===== src/rtl/addr_share_seq_pkg.sv =====
// Shared types and constants for the nibble-serial shared-adder sequencer.
package addr_share_seq_pkg;

    localparam int NIB_W = 4;
    localparam int ID_W  = 1;

    typedef enum logic [1:0] {
        IDLE = 2'd0,
        RUN  = 2'd1,
        DONE = 2'd2
    } state_t;

endpackage


===== src/rtl/addr_share_seq_rca.sv =====
// Existing 4-bit ripple-carry adder datapath, purely combinational.
module ripple_carry_adder
    import addr_share_seq_pkg::*;
(
    input  logic [NIB_W-1:0] a,
    input  logic [NIB_W-1:0] b,
    input  logic             cin,
    output logic [NIB_W-1:0] sum,
    output logic             cout
);

    logic [NIB_W:0] c;

    // NOTE: every always_comb output gets a value on every path (here the
    // loop covers all bits) so no latch is inferred.
    always_comb begin
        c   = '0;
        sum = '0;
        c[0] = cin;
        for (int i = 0; i < NIB_W; i++) begin
            sum[i]   = a[i] ^ b[i] ^ c[i];
            c[i + 1] = (a[i] & b[i]) | (c[i] & (a[i] ^ b[i]));
        end
    end

    assign cout = c[NIB_W];

endmodule


===== src/rtl/addr_share_seq.sv =====
// Two-requester round-robin front end that runs WIDTH-bit adds through one
// shared 4-bit adder, LSB nibble first, returning tagged results.
module addr_share_seq
    import addr_share_seq_pkg::*;
#(
    parameter int WIDTH = 16
) (
    input  logic             clk,
    input  logic             rst_n,
    input  logic             req0_valid,
    output logic             req0_ready,
    input  logic [WIDTH-1:0] req0_a,
    input  logic [WIDTH-1:0] req0_b,
    input  logic             req0_cin,
    input  logic             req1_valid,
    output logic             req1_ready,
    input  logic [WIDTH-1:0] req1_a,
    input  logic [WIDTH-1:0] req1_b,
    input  logic             req1_cin,
    output logic             rsp_valid,
    input  logic             rsp_ready,
    output logic [ID_W-1:0]  rsp_id,
    output logic [WIDTH-1:0] rsp_sum,
    output logic             rsp_cout,
    output logic             busy
);

    localparam int NIB   = WIDTH / NIB_W;
    localparam int CNT_W = $clog2(NIB);

    state_t            state;
    logic [ID_W-1:0]   last_id;
    logic [ID_W-1:0]   grant_id;
    logic              armed;
    logic              accept;
    logic              carry;
    logic [CNT_W-1:0]  cnt;
    logic [WIDTH-1:0]  a_sh;
    logic [WIDTH-1:0]  b_sh;
    logic [WIDTH-1:0]  sum_sh;
    logic [NIB_W-1:0]  add_sum;
    logic              add_cout;

    ripple_carry_adder u_rca (
        .a    (a_sh[NIB_W-1:0]),
        .b    (b_sh[NIB_W-1:0]),
        .cin  (carry),
        .sum  (add_sum),
        .cout (add_cout)
    );

    // Under contention the requester that did not win last time goes first.
    always_comb begin
        grant_id = '0;
        if (req0_valid && req1_valid)
            grant_id = ~last_id;
        else if (req1_valid)
            grant_id = '1;
    end

    // armed keeps both readies low while reset is held and for the first
    // cycle after release, without feeding rst_n into the datapath.
    assign req0_ready = armed && (state == IDLE) && (grant_id == '0) && req0_valid;
    assign req1_ready = armed && (state == IDLE) && (grant_id != '0) && req1_valid;
    assign accept     = req0_ready || req1_ready;

    // The shift register and final carry are the response payload; they only
    // move in RUN, so they are stable for the whole DONE phase.
    assign rsp_sum  = sum_sh;
    assign rsp_cout = carry;

    // NOTE: sequential state uses non-blocking assignments only, so every
    // register samples pre-edge values regardless of statement order.
    always_ff @(posedge clk or negedge rst_n) begin
        if (!rst_n) begin
            state     <= IDLE;
            armed     <= 1'b0;
            last_id   <= '1;
            carry     <= 1'b0;
            cnt       <= '0;
            a_sh      <= '0;
            b_sh      <= '0;
            sum_sh    <= '0;
            rsp_id    <= '0;
            rsp_valid <= 1'b0;
            busy      <= 1'b0;
        end else begin
            armed <= 1'b1;
            unique case (state)
                IDLE: begin
                    if (accept) begin
                        a_sh    <= req1_ready ? req1_a   : req0_a;
                        b_sh    <= req1_ready ? req1_b   : req0_b;
                        carry   <= req1_ready ? req1_cin : req0_cin;
                        rsp_id  <= grant_id;
                        last_id <= grant_id;
                        cnt     <= '0;
                        busy    <= 1'b1;
                        state   <= RUN;
                    end
                end
                RUN: begin
                    sum_sh <= {add_sum, sum_sh[WIDTH-1:NIB_W]};
                    carry  <= add_cout;
                    a_sh   <= a_sh >> NIB_W;
                    b_sh   <= b_sh >> NIB_W;
                    cnt    <= cnt + CNT_W'(1);
                    if (cnt == CNT_W'(NIB - 1)) begin
                        rsp_valid <= 1'b1;
                        state     <= DONE;
                    end
                end
                DONE: begin
                    if (rsp_ready) begin
                        rsp_valid <= 1'b0;
                        busy      <= 1'b0;
                        state     <= IDLE;
                    end
                end
                default: begin
                    rsp_valid <= 1'b0;
                    busy      <= 1'b0;
                    state     <= IDLE;
                end
            endcase
        end
    end

endmodule


===== config.mk =====
export PLATFORM = sky130hd
export DESIGN_NAME = addr_share_seq
export DESIGN_NICKNAME = d
export VERILOG_FILES = /design/src/rtl/addr_share_seq_pkg.sv /design/src/rtl/addr_share_seq_rca.sv /design/src/rtl/addr_share_seq.sv
export SDC_FILE = /design/constraint.sdc
export NUM_CORES = 1
export LEC_CHECK = 0
export BUFFER_PORTS_ARGS = -buffer_cell sky130_fd_sc_hd__buf_2
export CORE_ASPECT_RATIO = 1.5
export CORE_MARGIN = 2
export CORE_UTILIZATION = 25
export DETAILED_ROUTE_END_ITERATION = 10
export PLACE_DENSITY = 0.57
export REMOVE_ABC_BUFFERS = 1
export SYNTH_ARGS = -nofsm -noshare
export SYNTH_HDL_FRONTEND = slang
export SYNTH_SLANG_ARGS = --single-unit

===== constraint.sdc =====
create_clock -name clk -period 2.16 [get_ports clk]
set_input_delay 0.432 -clock clk [delete_from_list [all_inputs] [get_ports clk]]
set_output_delay 0.432 -clock clk [all_outputs]
set_load 0.005 [all_outputs]

==> results of run 1 <==
power by group through the flow:
stage	Sequential, W	Clock [W]	Combinational [W]
2_1_floorplan	0.00191	0	0.00139
3_3_place_gp	0.00192	0	0.00228
3_5_place_dp	0.00194	0	0.00234
4_1_cts	0.00192	0.00138	0.00236
5_1_grt	0.00200	0.00143	0.00262
6_report	0.00192	0.00135	0.00232
registers in the layout, summed over array words and instances, names as in the netlist:
signal,cells
a_sh,16
armed,1
b_sh,16
busy,1
cnt,2
last_id,1
rsp_cout,1
rsp_id,1
rsp_sum,16
rsp_valid,1
state,2
worst register-to-register path, cell delays in order (launching register included):
cell	delay, ns
dfrtp_1	0.40
fa_2	0.39
inv_2	0.07
fa_2	0.18
inv_1	0.05
fa_2	0.33
inv_1	0.07
fa_1	0.40
o21ai_1	0.11
worst max path at each step:
stage	slack (ns)	cells after the start	to	from
global placement	0.05	8	rsp_sum[15]	rsp_cout
CTS	0.03	8	rsp_sum[15]	rsp_cout
finish	0.09	8	rsp_sum[15]	rsp_cout
global route	0.02	8	rsp_sum[15]	a_sh[0]
floorplan	-0.35	3	a_sh[11]	state[0]
detailed placement	-0.03	8	rsp_sum[15]	rsp_cout
area by class of cell:
type                    instances  area [µm²]  area share (%)
well taps                     156         195            4.78
clock buffers                  12         256            6.28
inverters                      28         105            2.57
repair buffers                113         631            15.4
flip-flops and latches         58        1450            35.5
multi-input cells             214        1420            34.8
clock inverters                 4        26.3           0.643
per-layer routing:
metal / GRT usage, % / vias to the layer above / wire length (µm) / share of wire (%)
met5: 0 / - / 0 / 0
met4: 5.64 / 0 / 161 / 1.7
met3: 3.40 / 18 / 506 / 5.5
met2: 24.4 / 88 / 4650 / 51
met1: 17.3 / 1351 / 3890 / 42
li1: - / 1363 / - / -
cell usage in the layout (no fill, tap or decap), types with 2 or more instances in the layout:
cell       count
nor4_1         7
a211oi_1       2
a22oi_1        5
o221ai_1       8
a21o_1         3
dfrtp_1       57
nor2_1         3
fa_2           3
a31oi_1       10
clkbuf_8       2
mux2i_1        8
nand3_1       16
nor3_1        15
nand2_1       57
o2111ai_1      6
buf_4         20
a21oi_1        9
inv_1         27
and2_1        11
nand4_1       16
o21ai_0        4
buf_2         92
clkinv_2       2
clkbuf_16      9
o2111ai_2     10
metrics by stage:
step | power, W | util, % | area [µm²]
after floorplan | 0.00330 | - | 2960
after global routing | 0.00605 | 33.0 | 4090
after global placement | 0.00421 | 30.6 | 3800
final | 0.00558 | 33.0 | 4090
after CTS | 0.00566 | 33.0 | 4080
after detailed placement | 0.00428 | 30.6 | 3800
repair_timing:
item | 4_1_cts | 5_1_grt
hold endpoints to repair | 0 | 0
pin swaps | 0 | 1
endpoints found under the setup margin | 1 | 2
gates resized for setup | 3 | 2
cells by family after synthesis:
| kind of cell | Yosys count |
|---|---|
| other | 1 |
| DFF | 58 |
| and+or+nand+nor | 133 |
| muxes | 9 |
| buffers and inverters | 58 |
| AOI/OAI and AO/OA | 66 |
| adders and majority gates | 5 |
==> impl_metrics.env, run 1 <==
export IMPL_r2r_setup_slack_ns=0.09
export IMPL_max_freq_mhz=484
export IMPL_pwr_share_comb_pct=41.5
export IMPL_synth_top_area_share_pct=45.2
export IMPL_grt_usage_pct=14.4
export IMPL_hp_class="in -> async"
export IMPL_drv_cap=0
export IMPL_peakVddDrop_v=0.000510
export IMPL_cts_max_path_buffers=2
export IMPL_initial_utilization_pct=25.5
export IMPL_cts_tree="yes"
export IMPL_clk_insertion_delay_late_ns=0.33
export IMPL_slew_headroom_pct=44.8
export IMPL_diodes=0
export IMPL_grt_pass1_vias=2961
export IMPL_cpMaxStageDelayCell="dfrtp_1"
export IMPL_rr_endpoint="rsp_sum[15]"
export IMPL_drive_gt1_share_pct=34.7
export IMPL_vias_per_cell=4.82
export IMPL_crit_top_cell="fa_2"
export IMPL_final_setup_skew_ns=0.0106
export IMPL_syn_cell_area_mm2=0.00315
export IMPL_synthTopCellsByCount="57 x dfrtp_1, 57 x nand2_1, 28 x inv_1"
export IMPL_rsz0062_at_grt="no"
export IMPL_num_vias=2820
export IMPL_die_area_mm2=0.0135
export IMPL_ys_seq_area_share_pct=46.1
export IMPL_post_cts_setup_buffers=0
export IMPL_portBuffers=92
export IMPL_drc=0
export IMPL_synth_xor_area_share_pct=0
export IMPL_pre_cts_slack_ns=-0.0302
export IMPL_num_rows=50
export IMPL_gp_congestion=0.800
export IMPL_timing_final_crit_share_pct=95.7
export IMPL_fin_nets=500
export IMPL_die_w_um=95.7
export IMPL_cp_start_kind="flop"
export IMPL_antenna_left=0
export IMPL_setup_ws_ns=0.0932
export IMPL_cellPowerDensity_mw_per_mm2=1370
export IMPL_synth_top_family_by_area="simple AND/OR/NAND/NOR gates"
export IMPL_cts_sinks=58
export IMPL_area_growth_pct=29.6
export IMPL_switching_share_pct=38.9
export IMPL_grt_pass1_wl_mm=14.9
export IMPL_finalMaxSlewViolations=0
export IMPL_synth_compound_area_share_pct=17.5
export IMPL_ys_async_sr_fraction_pct=100
export IMPL_p_switching_w=0.00217
export IMPL_critical_path_buf_inv_count=3
export IMPL_hold_slack_ns=0.0722
export IMPL_synth_edff_count=0
export IMPL_crit_type="reg -> reg"
export IMPL_grt_overflow=0
export IMPL_routed_wl_mm=9.21
export IMPL_postCtsHoldBufs=0
export IMPL_layout_min_cycle_time_ns=2.07
export IMPL_critPathMaxStageDelay_ns=0.40
export IMPL_core_area_mm2=0.0124
export IMPL_crit_chain="fa_2, inv_2, fa_2, inv_1, fa_2, inv_1, fa_1, o21ai_1"
export IMPL_wire_per_inst_um=15.7
export IMPL_dr_pass1_iters=4
export IMPL_htree_levels=3
export IMPL_final_cells=585
export IMPL_drt_iter0_markers=129
export IMPL_cp_arrival_ns=2.33
export IMPL_avgSynthCellArea_um2=9.55
export IMPL_worstSetupEndpointType="flop"
export IMPL_dp_cells=569
export IMPL_timing_hold_violations_final=0
export IMPL_synth_top_flop_cell="dfrtp_1"
export IMPL_worstPathRequired_ns=2.42
export IMPL_pwr_share_clk_pct=24.1
export IMPL_p_seq_share_pct=34.4
export IMPL_critPathTopFamily="adder cells"
export IMPL_antenna_found_initial=0
export IMPL_grt_max_degree=26
export IMPL_p_leak_nw=1.96
export IMPL_yosys_area_share_simple_pct=21.0
export IMPL_dieHeight_um=142
export IMPL_num_fill_cells=1315
export IMPL_io_pins=93
export IMPL_r2r_start="rsp_cout"
export IMPL_tns_ns=0
export IMPL_internal_power_w=0.00341
export IMPL_ys_top_cells_by_area="dfrtp_1 45%, nand2_1 6.8%, o2111ai_2 4.8%"
export IMPL_yosys_area_top_type="dfrtp_1"
export IMPL_netlist_instances=330
export IMPL_ys_ff_latch=58
export IMPL_ctsRootBufferMaster="clkbuf_16"
export IMPL_yosysUniqueCellTypes=44
export IMPL_tightestPinTransition_ns=0.828
export IMPL_crit_fanout=2
export IMPL_numCtsBuffers=9
export IMPL_yosysWarnings=0
export IMPL_dp_hpwl_mm=6.79
export IMPL_setup_viol=0
export IMPL_clkSlewWorstSetupHoldPaths_ns=0.05
export IMPL_synth_mux_area_share_pct=3.02
export IMPL_worstRegToRegCells=8
export IMPL_synthAdderAreaFrac_pct=2.94
export IMPL_status="finished clean"
(Power assumes the default switching activity.)
==> run 2, diff against run 1 <==
--- a/config.mk
+++ b/config.mk
@@ -5,12 +5,13 @@
 export SDC_FILE = /design/constraint.sdc
 export NUM_CORES = 1
 export LEC_CHECK = 0
+export ABC_AREA = 1
 export BUFFER_PORTS_ARGS = -buffer_cell sky130_fd_sc_hd__buf_2
 export CORE_ASPECT_RATIO = 1.5
 export CORE_MARGIN = 2
-export CORE_UTILIZATION = 25
+export CORE_UTILIZATION = 47
 export DETAILED_ROUTE_END_ITERATION = 10
-export PLACE_DENSITY = 0.57
+export PLACE_DENSITY_LB_ADDON = 0.12
 export REMOVE_ABC_BUFFERS = 1
 export SYNTH_ARGS = -nofsm -noshare
 export SYNTH_HDL_FRONTEND = slang
==> run 2 against run 1 <==
Fmax is essentially flat. Via count rose by 4.3%. Area after synthesis is 2.3% higher. Non-clock buffer count fell by 12. Flip-flop and latch count is the same. Largest power group unchanged.
==> impl_metrics.env, run 2 <==
export IMPL_post_cts_setup_buffers=0
export IMPL_synthTopCellsByCount="144 x nand2_1, 81 x inv_1, 57 x dfrtp_1"
export IMPL_synth_top_flop_cell="dfrtp_1"
export IMPL_clk_insertion_delay_late_ns=0.34
export IMPL_timing_final_crit_share_pct=95.6
export IMPL_layout_min_cycle_time_ns=2.06
export IMPL_synth_most_common_cell="nand2_1"
export IMPL_crit_chain="fa_2, inv_1, fa_2, inv_2, fa_2, inv_2, fa_1, or2_2, nand3_1"
export IMPL_ys_top_cells_by_area="dfrtp_1 44%, nand2_1 17%, inv_1 9.4%"
export IMPL_drv_cap=0
export IMPL_critPathMaxStageDelay_ns=0.39
export IMPL_layout_common_cells="143 x nand2_1, 92 x buf_2, 79 x inv_1"
export IMPL_drt_iter0_markers=130
export IMPL_cpMaxStageDelayCell="dfrtp_1"
export IMPL_cts_max_path_buffers=2
export IMPL_gp_congestion=0.761
export IMPL_finalMaxSlewViolations=0
export IMPL_stdcell_area_mm2=0.00395
export IMPL_syn_cell_area_mm2=0.00323
export IMPL_crit_fanout=2
export IMPL_htree_levels=3
export IMPL_ys_ff_latch=58
export IMPL_io_pins=93
export IMPL_dieHeight_um=105
export IMPL_die_area_mm2=0.00756
export IMPL_initial_utilization_pct=47.7
export IMPL_slew_headroom_pct=62.1
export IMPL_grt_max_degree=59
export IMPL_status="finished clean"
export IMPL_synth_edff_count=0
export IMPL_worstSetupEndpointType="flop"
export IMPL_drc=0
export IMPL_grt_usage_pct=20.1
export IMPL_antenna_left=0
export IMPL_clkSlewWorstSetupHoldPaths_ns=0.07
export IMPL_hold_slack_ns=0.0747
export IMPL_final_setup_skew_ns=0.00772
export IMPL_grt_overflow=0
export IMPL_cellPowerDensity_mw_per_mm2=1290
export IMPL_routed_wl_mm=6.94
export IMPL_ys_async_sr_fraction_pct=100
export IMPL_tightestPinTransition_ns=0.568
export IMPL_grt_pass1_vias=2730
export IMPL_grt_pass1_wl_mm=12.0
export IMPL_ctsRootBufferMaster="clkbuf_8"
export IMPL_vias_per_cell=4.86
export IMPL_die_w_um=71.7
export IMPL_fin_nets=598
export IMPL_setup_viol=0
export IMPL_yosysWarnings=0
export IMPL_placed_cell_area_mm2=0.00372
export IMPL_rsz0062_at_grt="yes"
export IMPL_diodes=0
export IMPL_yosys_area_top_type="dfrtp_1"
export IMPL_ys_seq_area_share_pct=45.0
export IMPL_num_vias=2941
export IMPL_dr_pass1_iters=4
export IMPL_worstPathRequired_ns=2.43
export IMPL_avgSynthCellArea_um2=7.44
export IMPL_num_rows=37
export IMPL_hp_class="in -> async"
export IMPL_peakVddDrop_v=0.000752
export IMPL_cp_start_kind="flop"
export IMPL_drive_gt1_share_pct=26.0
export IMPL_cts_sinks=58
export IMPL_area_growth_pct=22.5
export IMPL_synth_top_area_share_pct=44.2
export IMPL_wire_per_inst_um=11.5
export IMPL_p_leak_nw=2.30
export IMPL_crit_type="reg -> reg"
export IMPL_dp_hpwl_mm=4.77
export IMPL_layout_commonest_cell="nand2_1"
export IMPL_cp_arrival_ns=2.33
export IMPL_core_area_mm2=0.00676
export IMPL_antenna_found_initial=0
export IMPL_crit_top_cell="fa_2"
export IMPL_numCtsBuffers=9
export IMPL_cts_tree="yes"
export IMPL_yosysUniqueCellTypes=23
export IMPL_max_freq_mhz=484
export IMPL_netlist_instances=434
export IMPL_portBuffers=92
export IMPL_timing_hold_violations_final=0
## run 2: changes by cell type after synthesis, sizes merged, moves of 9 or more
cell	previous run	this run
and2	11	0
nor3	15	0
inv	28	85
nand4	16	33
a31oi	10	0
o2111ai	16	0
nand3	16	36
o21ai	6	35
a21oi	9	0
nand2	57	147
## run 2: cell type report
type                    instances  area [µm²]
well taps                      78        97.6
clock inverters                 5        77.6
repair buffers                101         541
multi-input cells             267        1320
flip-flops and latches         58        1450
clock buffers                  11         141
inverters                      85         319
fillers                       657        2810
## run 2: per-layer routing
layer / part of all wire [%] / track usage (%)
met1: 42 / 23.7
met2: 53 / 35.5
met3: 4.2 / 2.96
met4: 1.5 / 8.49
met5: 0 / 0
## run 2: stage by stage
stage / util, % / power [W] / TNS [ns] / worst slack, ns / cells
2_1_floorplan: - / 0.00325 / -1.80 / -0.168 / 410
3_3_place_gp: 55.1 / 0.00395 / 0 / 0.0427 / 589
3_5_place_dp: 55.1 / 0.00401 / 0 / 0.0280 / 589
4_1_cts: 58.3 / 0.00513 / 0 / 0.0155 / 605
5_1_grt: 58.5 / 0.00557 / -0.0114 / -0.0114 / 605
6_report: 58.5 / 0.00510 / 0 / 0.0951 / 605
## run 2: where the power goes
part	leakage [nW]	internal [W]	switching, W
clock	0.109	0.000677	0.000430
combinational	1.45	0.000814	0.00134
sequential	0.736	0.00158	0.000266
total	2.30	0.00307	0.00203
## run 2: timing repair
item	CTS	global route
resized for setup	0	6
hold endpoints to repair	0	0
setup endpoints to repair	0	1
hold buffers	0	0
## run 2: worst max-delay path, delay by kind of cell, from the launching register on
family	cells	cell delay, ns
adder cells (fa/ha/maj)	4	1.09
flip-flops	1	0.39
AND/OR/NAND/NOR	2	0.38
buffers and inverters	3	0.15
## run 2: cell families after synthesis
| logic type | synth area share (%) |
|---|---|
| other cells | 0.116 |
| buf+inv | 14.3 |
| flops | 45.0 |
| simple gates | 32.3 |
| compound gates | 5.43 |
| fa+ha+maj | 2.87 |
## run 2: worst paths after layout
kind | depth (start not counted) | from | slack, ns | endpoint
min in group clk | 3 | req1_a[15] | 0.39 | a_sh[15]
worst min-delay path | 2 | rst_n | 0.07 | rsp_sum[6]
worst max-delay path | 9 | b_sh[0] | 0.1 | rsp_cout
worst min register to register | 2 | last_id | 0.47 | last_id
max in group asynchronous | 2 | rst_n | 1.78 | last_id
worst max register to register | 9 | b_sh[0] | 0.1 | rsp_cout
